===== src/rtl/multicycle_controller.sv =====
// Multicycle RV32I-subset control FSM: sequences fetch/decode/execute/memory/writeback
// for one instruction at a time and counts retired instructions.
module multicycle_controller (
  input  logic        clk,
  input  logic        reset,
  input  logic [31:0] instr,
  input  logic        zero,
  input  logic        lt,
  input  logic        ltu,
  input  logic        mem_ready,
  output logic        pc_write,
  output logic        ir_write,
  output logic        reg_write,
  output logic        mem_write,
  output logic        adr_src,
  output logic [1:0]  result_src,
  output logic [1:0]  alu_src_a,
  output logic [1:0]  alu_src_b,
  output logic [3:0]  alu_control,
  output logic [2:0]  imm_src,
  output logic        illegal,
  output logic [31:0] instret
);

  localparam int unsigned XLEN = 32;

  localparam logic [6:0] OP_LOAD   = 7'b0000011;
  localparam logic [6:0] OP_STORE  = 7'b0100011;
  localparam logic [6:0] OP_R      = 7'b0110011;
  localparam logic [6:0] OP_I      = 7'b0010011;
  localparam logic [6:0] OP_BRANCH = 7'b1100011;
  localparam logic [6:0] OP_JAL    = 7'b1101111;
  localparam logic [6:0] OP_JALR   = 7'b1100111;
  localparam logic [6:0] OP_LUI    = 7'b0110111;
  localparam logic [6:0] OP_AUIPC  = 7'b0010111;

  localparam logic [3:0] ALU_ADD  = 4'b0000;
  localparam logic [3:0] ALU_SUB  = 4'b0001;
  localparam logic [3:0] ALU_AND  = 4'b0010;
  localparam logic [3:0] ALU_OR   = 4'b0011;
  localparam logic [3:0] ALU_XOR  = 4'b0100;
  localparam logic [3:0] ALU_SLL  = 4'b0101;
  localparam logic [3:0] ALU_SRL  = 4'b0110;
  localparam logic [3:0] ALU_SRA  = 4'b0111;
  localparam logic [3:0] ALU_SLT  = 4'b1000;
  localparam logic [3:0] ALU_SLTU = 4'b1001;
  localparam logic [3:0] ALU_PASS = 4'b1010;

  typedef enum logic [3:0] {
    S_FETCH, S_DECODE, S_MEMADR, S_MEMREAD, S_MEMWB, S_MEMWRITE,
    S_EXECR, S_EXECI, S_ALUWB, S_BRANCH, S_JAL, S_JALR, S_JALRPC,
    S_LUI, S_AUIPC, S_HALT
  } state_e;

  state_e          state_q, state_d;
  logic [XLEN-1:0] instret_q;

  logic [6:0] opcode;
  logic [2:0] funct3;
  logic       funct7_5;
  logic       unused_instr_bits;

  assign opcode   = instr[6:0];
  assign funct3   = instr[14:12];
  assign funct7_5 = instr[30];
  assign unused_instr_bits = ^{instr[31], instr[29:15], instr[11:7]};

  // Shared R/I-type operation decode; SUB only exists in the register form.
  function automatic logic [3:0] funct_op(input logic [2:0] f3, input logic f7_5,
                                          input logic is_r);
    case (f3)
      3'b000:  funct_op = (is_r && f7_5) ? ALU_SUB : ALU_ADD;
      3'b001:  funct_op = ALU_SLL;
      3'b010:  funct_op = ALU_SLT;
      3'b011:  funct_op = ALU_SLTU;
      3'b100:  funct_op = ALU_XOR;
      3'b101:  funct_op = f7_5 ? ALU_SRA : ALU_SRL;
      3'b110:  funct_op = ALU_OR;
      default: funct_op = ALU_AND;
    endcase
  endfunction

  always_ff @(posedge clk) begin
    if (reset) begin
      state_q   <= S_FETCH;
      instret_q <= '0;
    end else begin
      state_q <= state_d;
      if (state_d == S_FETCH && state_q != S_FETCH)
        instret_q <= instret_q + XLEN'(1);
    end
  end

  assign instret = instret_q;

  always_comb begin
    state_d     = state_q;
    pc_write    = 1'b0;
    ir_write    = 1'b0;
    reg_write   = 1'b0;
    mem_write   = 1'b0;
    adr_src     = 1'b0;
    result_src  = 2'b00;
    alu_src_a   = 2'b00;
    alu_src_b   = 2'b00;
    alu_control = ALU_ADD;
    imm_src     = 3'b000;
    illegal     = 1'b0;

    case (state_q)
      S_FETCH: begin
        alu_src_b  = 2'b10;
        result_src = 2'b10;
        ir_write   = mem_ready;
        pc_write   = mem_ready;
        if (mem_ready) state_d = S_DECODE;
      end
      // Branch/jump target is precomputed into alu_out here.
      S_DECODE: begin
        alu_src_a = 2'b01;
        alu_src_b = 2'b01;
        imm_src   = (opcode == OP_JAL) ? 3'b011 : 3'b010;
        case (opcode)
          OP_LOAD, OP_STORE: state_d = (funct3 == 3'b010) ? S_MEMADR : S_HALT;
          OP_R:      state_d = S_EXECR;
          OP_I:      state_d = S_EXECI;
          OP_BRANCH: state_d = (funct3[2:1] == 2'b01) ? S_HALT : S_BRANCH;
          OP_JAL:    state_d = S_JAL;
          OP_JALR:   state_d = S_JALR;
          OP_LUI:    state_d = S_LUI;
          OP_AUIPC:  state_d = S_AUIPC;
          default:   state_d = S_HALT;
        endcase
      end
      S_MEMADR: begin
        alu_src_a = 2'b10;
        alu_src_b = 2'b01;
        if (opcode == OP_STORE) begin
          imm_src = 3'b001;
          state_d = S_MEMWRITE;
        end else begin
          state_d = S_MEMREAD;
        end
      end
      S_MEMREAD: begin
        adr_src = 1'b1;
        if (mem_ready) state_d = S_MEMWB;
      end
      S_MEMWB: begin
        result_src = 2'b01;
        reg_write  = 1'b1;
        state_d    = S_FETCH;
      end
      S_MEMWRITE: begin
        adr_src   = 1'b1;
        mem_write = 1'b1;
        if (mem_ready) state_d = S_FETCH;
      end
      S_EXECR: begin
        alu_src_a   = 2'b10;
        alu_control = funct_op(funct3, funct7_5, 1'b1);
        state_d     = S_ALUWB;
      end
      S_EXECI: begin
        alu_src_a   = 2'b10;
        alu_src_b   = 2'b01;
        alu_control = funct_op(funct3, funct7_5, 1'b0);
        state_d     = S_ALUWB;
      end
      S_ALUWB: begin
        reg_write = 1'b1;
        state_d   = S_FETCH;
      end
      S_BRANCH: begin
        alu_src_a   = 2'b10;
        alu_control = ALU_SUB;
        case (funct3)
          3'b000:  pc_write = zero;
          3'b001:  pc_write = ~zero;
          3'b100:  pc_write = lt;
          3'b101:  pc_write = ~lt;
          3'b110:  pc_write = ltu;
          3'b111:  pc_write = ~ltu;
          default: pc_write = 1'b0;
        endcase
        state_d = S_FETCH;
      end
      // Link value old_pc+4 lands in alu_out while the target is written to PC.
      S_JAL, S_JALRPC: begin
        pc_write  = 1'b1;
        alu_src_a = 2'b01;
        alu_src_b = 2'b10;
        state_d   = S_ALUWB;
      end
      S_JALR: begin
        alu_src_a = 2'b10;
        alu_src_b = 2'b01;
        state_d   = S_JALRPC;
      end
      S_LUI: begin
        alu_src_b   = 2'b01;
        imm_src     = 3'b100;
        alu_control = ALU_PASS;
        state_d     = S_ALUWB;
      end
      S_AUIPC: begin
        alu_src_a = 2'b01;
        alu_src_b = 2'b01;
        imm_src   = 3'b100;
        state_d   = S_ALUWB;
      end
      S_HALT: illegal = 1'b1;
      default: state_d = S_HALT;
    endcase

    // Architectural writes are suppressed while reset is held.
    if (reset) begin
      pc_write  = 1'b0;
      ir_write  = 1'b0;
      reg_write = 1'b0;
      mem_write = 1'b0;
    end
  end

endmodule


===== config.mk =====
export PLATFORM = sky130hd
export DESIGN_NAME = multicycle_controller
export DESIGN_NICKNAME = d
export VERILOG_FILES = /design/src/rtl/multicycle_controller.sv
export SDC_FILE = /design/constraint.sdc
export NUM_CORES = 1
export LEC_CHECK = 0
export CAP_MARGIN = 20
export CORE_MARGIN = 2
export CORE_UTILIZATION = 40
export DETAILED_ROUTE_END_ITERATION = 10
export PLACE_DENSITY = 0.75
export SLEW_MARGIN = 20
export SYNTH_ARGS = -nofsm -noshare
export SYNTH_HDL_FRONTEND = slang
export SYNTH_SLANG_ARGS = --single-unit

===== constraint.sdc =====
create_clock -name clk -period 4.3 [get_ports clk]
set_input_delay 0.86 -clock clk [delete_from_list [all_inputs] [get_ports clk]]
set_output_delay 0.86 -clock clk [all_outputs]
set_load 0.03 [all_outputs]

Yosys cells after proc, flatten, opt, wreduce, memory -nomap -nowiden --
Cells that the tools add are included.
Word-level totals: flip-flop bits (word level) 36, input bits 38, output and inout bits 51, word-level logic and storage cells 84
Operators by class: add/subtract/negate cells 1, equal/unequal tests 32, mux-type cells 30, bitwise gates (word level) 3, reduce and logical (&&, ||, !) cells 16
Operators with widths (count):
- $pmux W4 S8 | 2
- $pmux W4 S7 | 2
- $add A32 B1 Y32 const B | 1
- $eq A4 B4 Y1 const B | 8
- $eq A7 B6 Y1 const B | 3
- $eq A7 B7 Y1 const B | 3
- $eq A4 B3 Y1 const B | 4
- $mux W4 | 4
- $pmux W4 S4 | 1
- $eq A7 B5 Y1 const B | 2
- $mux W1 | 13
- $eq A3 B3 Y1 const B | 4
- $pmux W2 S2 | 3
- $reduce_or A6 Y1 | 2
- $reduce_or A2 Y1 | 5
- $pmux W3 S3 | 1
- $eq A4 B2 Y1 const B | 2
- $logic_not A4 Y1 | 2
- $eq A7 B2 Y1 const B | 1
- $eq A3 B2 Y1 const B | 2
- $mux W3 | 2
- $pmux W1 S6 | 1
- $reduce_or A3 Y1 | 2
- $reduce_or A5 Y1 | 1
- 9 further kinds | 11

Depth between registers and ports, before layout --
Gate-level depths: netlist of run 1.
depth in word-level cells 6, gate-level depth with buffers 8, mapped depth without buffers 6

Least setup slack after synthesis of run 1 --
OpenSTA, ideal clock, no wires.
path kind input -> output, start point in instr[13], end point out pc_write, arrival time 2.322 ns, required time 3.440 ns, path slack 1.118 ns, stages on the path 6, path buffers 1, cell sequence clkbuf_1 mux2i_1 xnor2_1 a21oi_1 or3_1 a21oi_1
On the way: longest elaborated chain between the ends 4, elaborated cells on any way between the ends 9, those cells by class eq/ne: 5; mux: 3; reduce/logical: 1
RTL lines:
- start: declaration | line 6 | input logic [31:0] instr,
- $eq A3 B3 Y1 (tied with other cells) | line 177 | case (funct3)
- $pmux W1 S6 * | line 177
- $pmux W1 S3 * | line 110 | case (state_q)
- $mux W1 * | line 217 | if (reset) begin
- end: declaration | line 11 | output logic pc_write,
Mark *: on every way between the ends. The rest lies on a longest branch, timed or not.

Worst setup path after layout of run 1 --
start point in instr[4], end point out imm_src[0]
On the way: longest elaborated chain between the ends 3, elaborated cells on any way between the ends 5, those cells by class eq/ne: 2; mux: 3
RTL lines:
- $eq A7 B6 Y1 or $eq A7 B7 Y1 (tied branches) | line 138, 122
- $mux W1, on equally long branches | line 138, 122
- $pmux W3 S3 * | line 110
- end: declaration | line 20 | output logic [2:0] imm_src,
Marked as above.

==> impl_metrics.toml, run 1 <==
[drt]
wl_per_cell_um = 12.6
drc = 0
routed_wirelength_mm = 5.36
post_drt_via_cell_ratio = 5.31
firstDrtPassIters = 4
drtAntennaViolNets = 0
vias = 2252
drt_iter0_drc = 89

[global_route]
grt.total_usage_pct = 18.0
overflow = 0
grt_pass1_wl_mm = 8.92
grt_max_degree = 38
grt_pass1_vias = 1964
antenna_found_initial = 0

[synthesis]
synth-async-reset-ratio_pct = 0
netlist_area_mm2 = 0.00217
synth-simple-area-share_pct = 34.7
ys_ff_latch = 36
ys_warn_count = 0
synth_cell_types = 46
syn_area_per_cell_um2 = 7.44
syn_nets = 331
synth_compound_area_share_pct = 13.2
synthAdderAreaFrac_pct = 0.576
synth_edf_count = 0
synth.area.mux_share_pct = 0.921
synth_ff_type = "dfxtp_1"
synth_top_family_by_area = "simple AND/OR/NAND/NOR gates"
seq_area_frac_synth_pct = 33.2
synthXorXnorAreaFrac_pct = 13.3
synthCells = 292

[floorplanning]
io_pins = 89
start_util_pct = 42.0
core-area_mm2 = 0.00517
fp.dieW_um = 77.7
die_area_mm2 = 0.00604
die_h_um = 77.7
rows = 26

[sta]
fin_crit_sh_pct = 89.8
fin_crit_ps = 3860
finalSetupTns_ps = 0
rsz0062_at_grt = "no"
finalClockSkew_ps = 4.63
slew_viol_final = 0
hold_viol = 0
max_freq_mhz = 259
slew_headroom_pct = 34.5
setup-violations-final = 0
max_slew.worst_pin.slew_ps = 973

[placement]
gp_congestion = 0.782
dp.cells = 416
io_buffers = 67
hpwl_mm = 4.01
place_area_mm2 = 0.00289

[worst_setup_path]
regToRegStartpoint = "state_q[2]$_SDFF_PP0_"
r2r_end = "instret[18]$_SDFFE_PP0P_"
reg2reg_slack_ps = 1900
crit_end = "imm_src[0]"
start_kind = "primary input"
worstSetupStartpoint = "instr[4]"
end_kind = "primary output"
cp.arrival_ps = 3000
cp.required_ps = 3440
r2r_cells = 6
critPathMaxFanout = 7
crit_type = "in -> out"

[hold_path]
hold_depth = 2
hold_path.class = "reg -> reg"

[clocking]
clk_latency_ps = 280
htree_levels = 2
post_cts_buffers = 0
clk_pin_slew_ps = 70
cts_tree = "yes"
clock_sinks = 36
root_buffer = "clkbuf_8"
max-clock-path-buffers = 2
postCtsHoldBufs = 0
cts-buffers-inserted = 5
post_cts_resized = 0

[final_layout]
antennaDiodeCount = 0
final_area_mm2 = 0.00298
final_core_util_pct = 57.6
final_nets = 392
area_delta_synth_final_pct = 37.1
drive_gt1_share_pct = 5.37
instances_no_fill = 424

[pwr]
pwr_density_cell_mw_per_mm2 = 296
leakage_nw = 1.02
power_uw = 883
peakVddDrop_mv = 0.184

[status]
outcome = "finished, final reports clean"

[job]
drv_cap = 0
## state kept, by name (all words and copies together), names as in the netlist
register	count
state_q	4
instret	32
## cells in the mapped netlist (6+ instances only)
master	count	area [um2]
a21oi_1	17	85.1
a31oi_1	6	37.5
clkbuf_1	13	48.8
dfxtp_1	36	721
inv_1	7	26.3
nand2_1	28	105
nand2b_1	6	37.5
nand3_1	16	80.1
nand4_1	7	43.8
nor2_1	48	180
nor3_1	11	55.1
o21ai_0	6	30.0
xnor2_1	16	140
xor2_1	17	149
## how the worst min path moves through the flow
stage,from,slack [ps],end
2_1_floorplan,instret[26]$_SDFFE_PP0P_,620,instret[26]$_SDFFE_PP0P_
3_3_place_gp,instret[26]$_SDFFE_PP0P_,490,instret[26]$_SDFFE_PP0P_
3_5_place_dp,instret[1]$_SDFFE_PP0P_,500,instret[1]$_SDFFE_PP0P_
4_1_cts,instret[1]$_SDFFE_PP0P_,510,instret[1]$_SDFFE_PP0P_
5_1_grt,instret[31]$_SDFFE_PP0P_,560,instret[31]$_SDFFE_PP0P_
6_report,instret[1]$_SDFFE_PP0P_,520,instret[1]$_SDFFE_PP0P_
## metal layers
layer / wire, um / up-vias / track usage [%]
li1: - / 1141 / -
met2: 2670 / 49 / 31.1
met4: 42 / 0 / 4.82
met1: 2450 / 1058 / 22.7
met5: 0 / - / 0
met3: 197 / 4 / 3.49
## power breakdown
group	internal (mW)	leakage [nW]	total [mW]	switching, mW
registers	0.343	0.291	0.370	0.0267
clock network	0.113	0.0479	0.233	0.121
logic	0.115	0.679	0.280	0.165
## final cells by class
type	instances	area, um2
fillers	478	2190
well taps	70	87.6
clock inverters	3	18.8
flip-flops and latches	36	721
repair buffers	70	693
inverters	7	26.3
multi-input cells	233	1360
clock buffers	5	68.8
## cell usage in the layout, fill, tap and decap left out, types with 3 or more instances in the layout
cell              n
xor2_1           17
nand2b_1          6
and2_1            5
a21oi_1          17
a31oi_1           6
clkbuf_8          5
buf_4             3
nor2_1           48
xnor2_1          16
nor3b_1           3
nand2_1          28
inv_1             7
nand4_1           7
nor4_1            5
o21ai_0           6
clkdlybuf4s50_1  67
nor2b_1           4
o31ai_1           5
nor3_1           11
nand3_1          16
dfxtp_1          36
## metrics by stage
| stage | worst slack (ps) | hold WS, ps |
|---|---|---|
| after detailed placement | 445 | 501 |
| after CTS | 433 | 512 |
| after floorplan | 1120 | 622 |
| after global placement | 468 | 489 |
| after global routing | 281 | 556 |
| final | 438 | 517 |
## cell families after synthesis
kind of cell | Yosys count
compound gates | 46
fa+ha+maj | 1
buf+inv | 23
flops | 36
mux | 2
simple gates | 151
xor+xnor | 33
## critical path: stages
cell,delay [ps]
clkdlybuf4s50_1,510
nor2b_1,350
nand3_1,150
nor2_1,160
nand3_1,140
o31ai_1,100
clkdlybuf4s50_1,720
No activity file was read; power rests on OpenSTA's default activity.
==> run 2: changes to the inputs <==
--- a/config.mk
+++ b/config.mk
@@ -5,11 +5,13 @@
 export SDC_FILE = /design/constraint.sdc
 export NUM_CORES = 1
 export LEC_CHECK = 0
+export ABC_CLOCK_PERIOD_IN_PS = 4300
 export CAP_MARGIN = 20
 export CORE_MARGIN = 2
 export CORE_UTILIZATION = 40
 export DETAILED_ROUTE_END_ITERATION = 10
 export PLACE_DENSITY = 0.75
+export SETUP_SLACK_MARGIN = 0.4
 export SLEW_MARGIN = 20
 export SYNTH_ARGS = -nofsm -noshare
 export SYNTH_HDL_FRONTEND = slang
==> impl_metrics.toml, run 2 (synthesis results as in run 1) <==
[worst_setup_path]
crit_chain = "clkdlybuf4s50_1 -> or3_1 -> nor2_1 -> nand3_1 -> o31ai_1 -> clkdlybuf4s50_1"
end_kind = "primary output"
r2r_end = "instret[26]$_SDFFE_PP0P_"
critPathSlowestCell = "clkdlybuf4s50_1"
r2r_cells = 5
crit_buf_inv = 2
cp.required_ps = 3440
start_kind = "primary input"
critPathMaxFanout = 8
crit_path_max_incr_delay_ps = 720
regToRegStartpoint = "state_q[2]$_SDFF_PP0_"
crit_type = "in -> out"
cp.depth = 6
cp_common_cell = "clkdlybuf4s50_1"
cp_top_family = "buffers and inverters"
reg2reg_slack_ps = 1900
cp.arrival_ps = 3000

[drt]
post_drt_via_cell_ratio = 5.27
drt_iter0_drc = 92
vias = 2235
wl_per_cell_um = 12.7
firstDrtPassIters = 4
drtAntennaViolNets = 0
routed_wirelength_mm = 5.39
drc = 0

[global_route]
grt_pass1_wl_mm = 8.92
overflow = 0
grt.total_usage_pct = 18.0
antenna_found_initial = 0
grt_pass1_vias = 1964
grt_max_degree = 38

[clocking]
cts_tree = "yes"
cts-buffers-inserted = 5
clk_pin_slew_ps = 70
root_buffer = "clkbuf_8"
max-clock-path-buffers = 2
clock_sinks = 36
clk_latency_ps = 290
htree_levels = 2
postCtsHoldBufs = 0

[final_layout]
antennaDiodeCount = 0
final_common_cell = "clkdlybuf4s50_1"
area_delta_synth_final_pct = 37.3
largest_reg_flops = 32
fillers = 476
final_nets = 392
final_cell_mix = "clkdlybuf4s50_1 (66), nor2_1 (48), dfxtp_1 (36)"
drive_gt1_share_pct = 5.65
final_core_util_pct = 57.7

[floorplanning]
io_pins = 89
fp.dieW_um = 77.7
rows = 26
core-area_mm2 = 0.00517
start_util_pct = 42.0
die_area_mm2 = 0.00604
die_h_um = 77.7

[pwr]
leakage_nw = 1.03
pwr_density_cell_mw_per_mm2 = 296
peakVddDrop_mv = 0.186

[sta]
fin_crit_ps = 3860
slew_headroom_pct = 34.9
fin_crit_sh_pct = 89.7
setup-violations-final = 0
finalSetupTns_ps = 0
rsz0062_at_grt = "yes"
hold_viol = 0
slew_viol_final = 0
finalClockSkew_ps = 4.54
max_freq_mhz = 259
max_slew.worst_pin.slew_ps = 968

[hold_path]
hp-start = "instret[1]$_SDFFE_PP0P_"
hold_path.class = "reg -> reg"
holdPathEnd = "instret[1]$_SDFFE_PP0P_"
hold_depth = 2

[placement]
io_buffers = 67
hpwl_mm = 4.01
gp_congestion = 0.782

[status]
outcome = "finished, final reports clean"

[job]
drv_cap = 0
## run 2: area by class of cell
class,instances,area (um2),area share [%]
flip-flops and latches,36,721,24.2
multi-input cells,233,1370,45.8
repair buffers,70,696,23.3
clock inverters,3,18.8,0.629
inverters,7,26.3,0.881
well taps,70,87.6,2.94
clock buffers,5,68.8,2.31
## run 2: power by group
| group | internal [mW] | total, mW | leakage [nW] | switching (mW) |
|---|---|---|---|---|
| clock | 0.113 | 0.235 | 0.0479 | 0.122 |
| combinational | 0.115 | 0.280 | 0.696 | 0.165 |
| sequential | 0.343 | 0.370 | 0.291 | 0.0267 |
## run 2: per-layer routing
metal	share of wire, %	track usage, %	wire length, um
met4	1.2	4.82	64
met2	49	31.1	2660
met1	46	22.7	2480
met5	0	0	0
met3	3.5	3.49	186
## run 2: through the flow
stage               power (mW)  instances  worst slack, ps  hold WS [ps]  area (um2)
floorplan                0.555        292             1120           622        2170
global placement         0.654        416              468           489        2890
detailed placement       0.657        416              445           501        2890
CTS                      0.891        424              433           512        2980
global route             0.937        424              358           556        2980
finish                   0.885        424              444           517        2980
## run 2: worst max-delay path by stage
stage	start	end	slack, ps
floorplan	instr[13]	pc_write	1120
global placement	instr[3]	imm_src[0]	470
detailed placement	instr[4]	imm_src[0]	450
CTS	instr[4]	imm_src[0]	430
global route	instr[2]	imm_src[0]	360
finish	instr[2]	imm_src[0]	440
## run 2: worst register-to-register path, stage by stage, from the launching register on
cell and delay (ps):
dfxtp_1 600, and2b_1 240, a21oi_1 150, or3b_2 600
or4_1 550, a21oi_1 190
## run 2: what timing repair did
item,CTS,global route
hold endpoints to repair,0,0
setup endpoints to repair,0,2
gates resized for setup,0,2
setup buffers,0,0
==> run 3: changes to the inputs <==
--- a/config.mk
+++ b/config.mk
@@ -10,9 +10,11 @@
 export CORE_MARGIN = 2
 export CORE_UTILIZATION = 40
 export DETAILED_ROUTE_END_ITERATION = 10
+export MAX_ROUTING_LAYER = met4
 export PLACE_DENSITY = 0.75
 export SETUP_SLACK_MARGIN = 0.4
 export SLEW_MARGIN = 20
 export SYNTH_ARGS = -nofsm -noshare
 export SYNTH_HDL_FRONTEND = slang
 export SYNTH_SLANG_ARGS = --single-unit
+export TNS_END_PERCENT = 100
==> impl_metrics.toml, run 3 (synthesis results as in run 1) <==
[final_layout]
final_nets = 392
final_core_util_pct = 57.7
largest_reg_flops = 32
area_delta_synth_final_pct = 37.3
final_common_cell = "clkdlybuf4s50_1"
antennaDiodeCount = 0
final_cell_mix = "clkdlybuf4s50_1 (66), nor2_1 (48), dfxtp_1 (36)"
fillers = 476
drive_gt1_share_pct = 5.65

[worst_setup_path]
end_kind = "primary output"
cp.arrival_ps = 2990
cp.required_ps = 3440
r2r_cells = 6
reg2reg_slack_ps = 1900
start_kind = "primary input"
critPathMaxFanout = 7
crit_type = "in -> out"
crit_end = "imm_src[0]"
regToRegStartpoint = "state_q[2]$_SDFF_PP0_"
r2r_end = "instret[18]$_SDFFE_PP0P_"
worstSetupStartpoint = "instr[3]"

[pwr]
switchingPower_uw = 312
peakVddDrop_mv = 0.184
comb_power_share_pct = 31.7
swShare_pct = 35.4
leakage_nw = 1.03
pwr_density_cell_mw_per_mm2 = 296
pwr-share-clk_pct = 26.4
p_int_uw = 571
pwr-share-seq_pct = 41.9

[clocking]
cts_tree = "yes"
clk_pin_slew_ps = 70
cts-buffers-inserted = 5
max-clock-path-buffers = 2
clk_latency_ps = 280
clock_sinks = 36
post_cts_buffers = 0
root_buffer = "clkbuf_8"
htree_levels = 2

[floorplanning]
rows = 26
start_util_pct = 42.0
die_h_um = 77.7
core-area_mm2 = 0.00517
io_pins = 89
die_area_mm2 = 0.00604
fp.dieW_um = 77.7

[global_route]
overflow = 0
grt.total_usage_pct = 18.6
grt_pass1_vias = 1958
antenna_found_initial = 0
grt_pass1_wl_mm = 8.96
grt_max_degree = 38

[drt]
drt_iter0_drc = 83
drc = 0
post_drt_via_cell_ratio = 5.28
routed_wirelength_mm = 5.39
vias = 2240
firstDrtPassIters = 4
drtAntennaViolNets = 0
wl_per_cell_um = 12.7

[sta]
rsz0062_at_grt = "yes"
fin_crit_ps = 3850
fin_crit_sh_pct = 89.6
max_freq_mhz = 259
hold_viol = 0
slew_viol_final = 0
finalSetupTns_ps = 0
setup-violations-final = 0
slew_headroom_pct = 34.4
finalClockSkew_ps = 5.96
max_slew.worst_pin.slew_ps = 976

[hold_path]
hold_path.class = "reg -> reg"

[status]
outcome = "finished, final reports clean"

[placement]
gp_congestion = 0.793
hpwl_mm = 4.01
io_buffers = 67

[job]
drv_cap = 0
run 3: worst min-delay path by stage:
stage | from | to | slack [ps] | depth (start not counted)
6_report | instret[1]$_SDFFE_PP0P_ | instret[1]$_SDFFE_PP0P_ | 520 | 2
5_1_grt | instret[31]$_SDFFE_PP0P_ | instret[31]$_SDFFE_PP0P_ | 560 | 2
4_1_cts | instret[1]$_SDFFE_PP0P_ | instret[1]$_SDFFE_PP0P_ | 510 | 2
3_5_place_dp | instret[1]$_SDFFE_PP0P_ | instret[1]$_SDFFE_PP0P_ | 500 | 2
3_3_place_gp | instret[26]$_SDFFE_PP0P_ | instret[26]$_SDFFE_PP0P_ | 490 | 2
2_1_floorplan | instret[26]$_SDFFE_PP0P_ | instret[26]$_SDFFE_PP0P_ | 620 | 2
run 3: per-stage QoR:
stage / total power, mW / instances / hold WS (ps) / cell area [um2] / setup slack [ps]
2_1_floorplan: 0.555 / 292 / 622 / 2170 / 1120
3_3_place_gp: 0.654 / 416 / 489 / 2890 / 468
3_5_place_dp: 0.657 / 416 / 501 / 2890 / 445
4_1_cts: 0.891 / 424 / 512 / 2980 / 433
5_1_grt: 0.938 / 424 / 556 / 2980 / 358
6_report: 0.883 / 424 / 515 / 2980 / 446
run 3: power groups by stage:
stage	sequential [mW]	clock [mW]	combinational, mW
after global placement	0.377	0	0.277
final	0.370	0.233	0.280
after CTS	0.369	0.241	0.281
after global routing	0.373	0.260	0.304
after floorplan	0.364	0	0.191
after detailed placement	0.377	0	0.280
run 3: cell type report:
cell class                      instances  area, um2  share of cell area [%]
Tap cell                               70       87.6                    2.94
Sequential cell                        36        721                    24.2
Inverter                                7       26.3                   0.881
Clock inverter                          3       18.8                   0.629
Timing Repair Buffer                   70        696                    23.3
Multi-Input combinational cell        233       1370                    45.8
Clock buffer                            5       68.8                    2.31
run 3: metal layers:
metal	track usage, %	vias up	part of all wire (%)
met5	-	-	0
met2	30.9	48	49
met3	3.49	7	3.9
li1	-	1143	-
met1	23.2	1042	46
met4	4.82	0	1.2
run 3: timing repair:
item | in CTS | in global routing
setup endpoints to repair | 0 | 2
resized for setup | 0 | 2
hold buffers | 0 | 0
run 3: critical path, stage by stage:
cell             delay [ps]
clkdlybuf4s50_1         530
or3_1                   470
nor2_1                  180
nand3_1                 140
o31ai_1                 100
clkdlybuf4s50_1         710
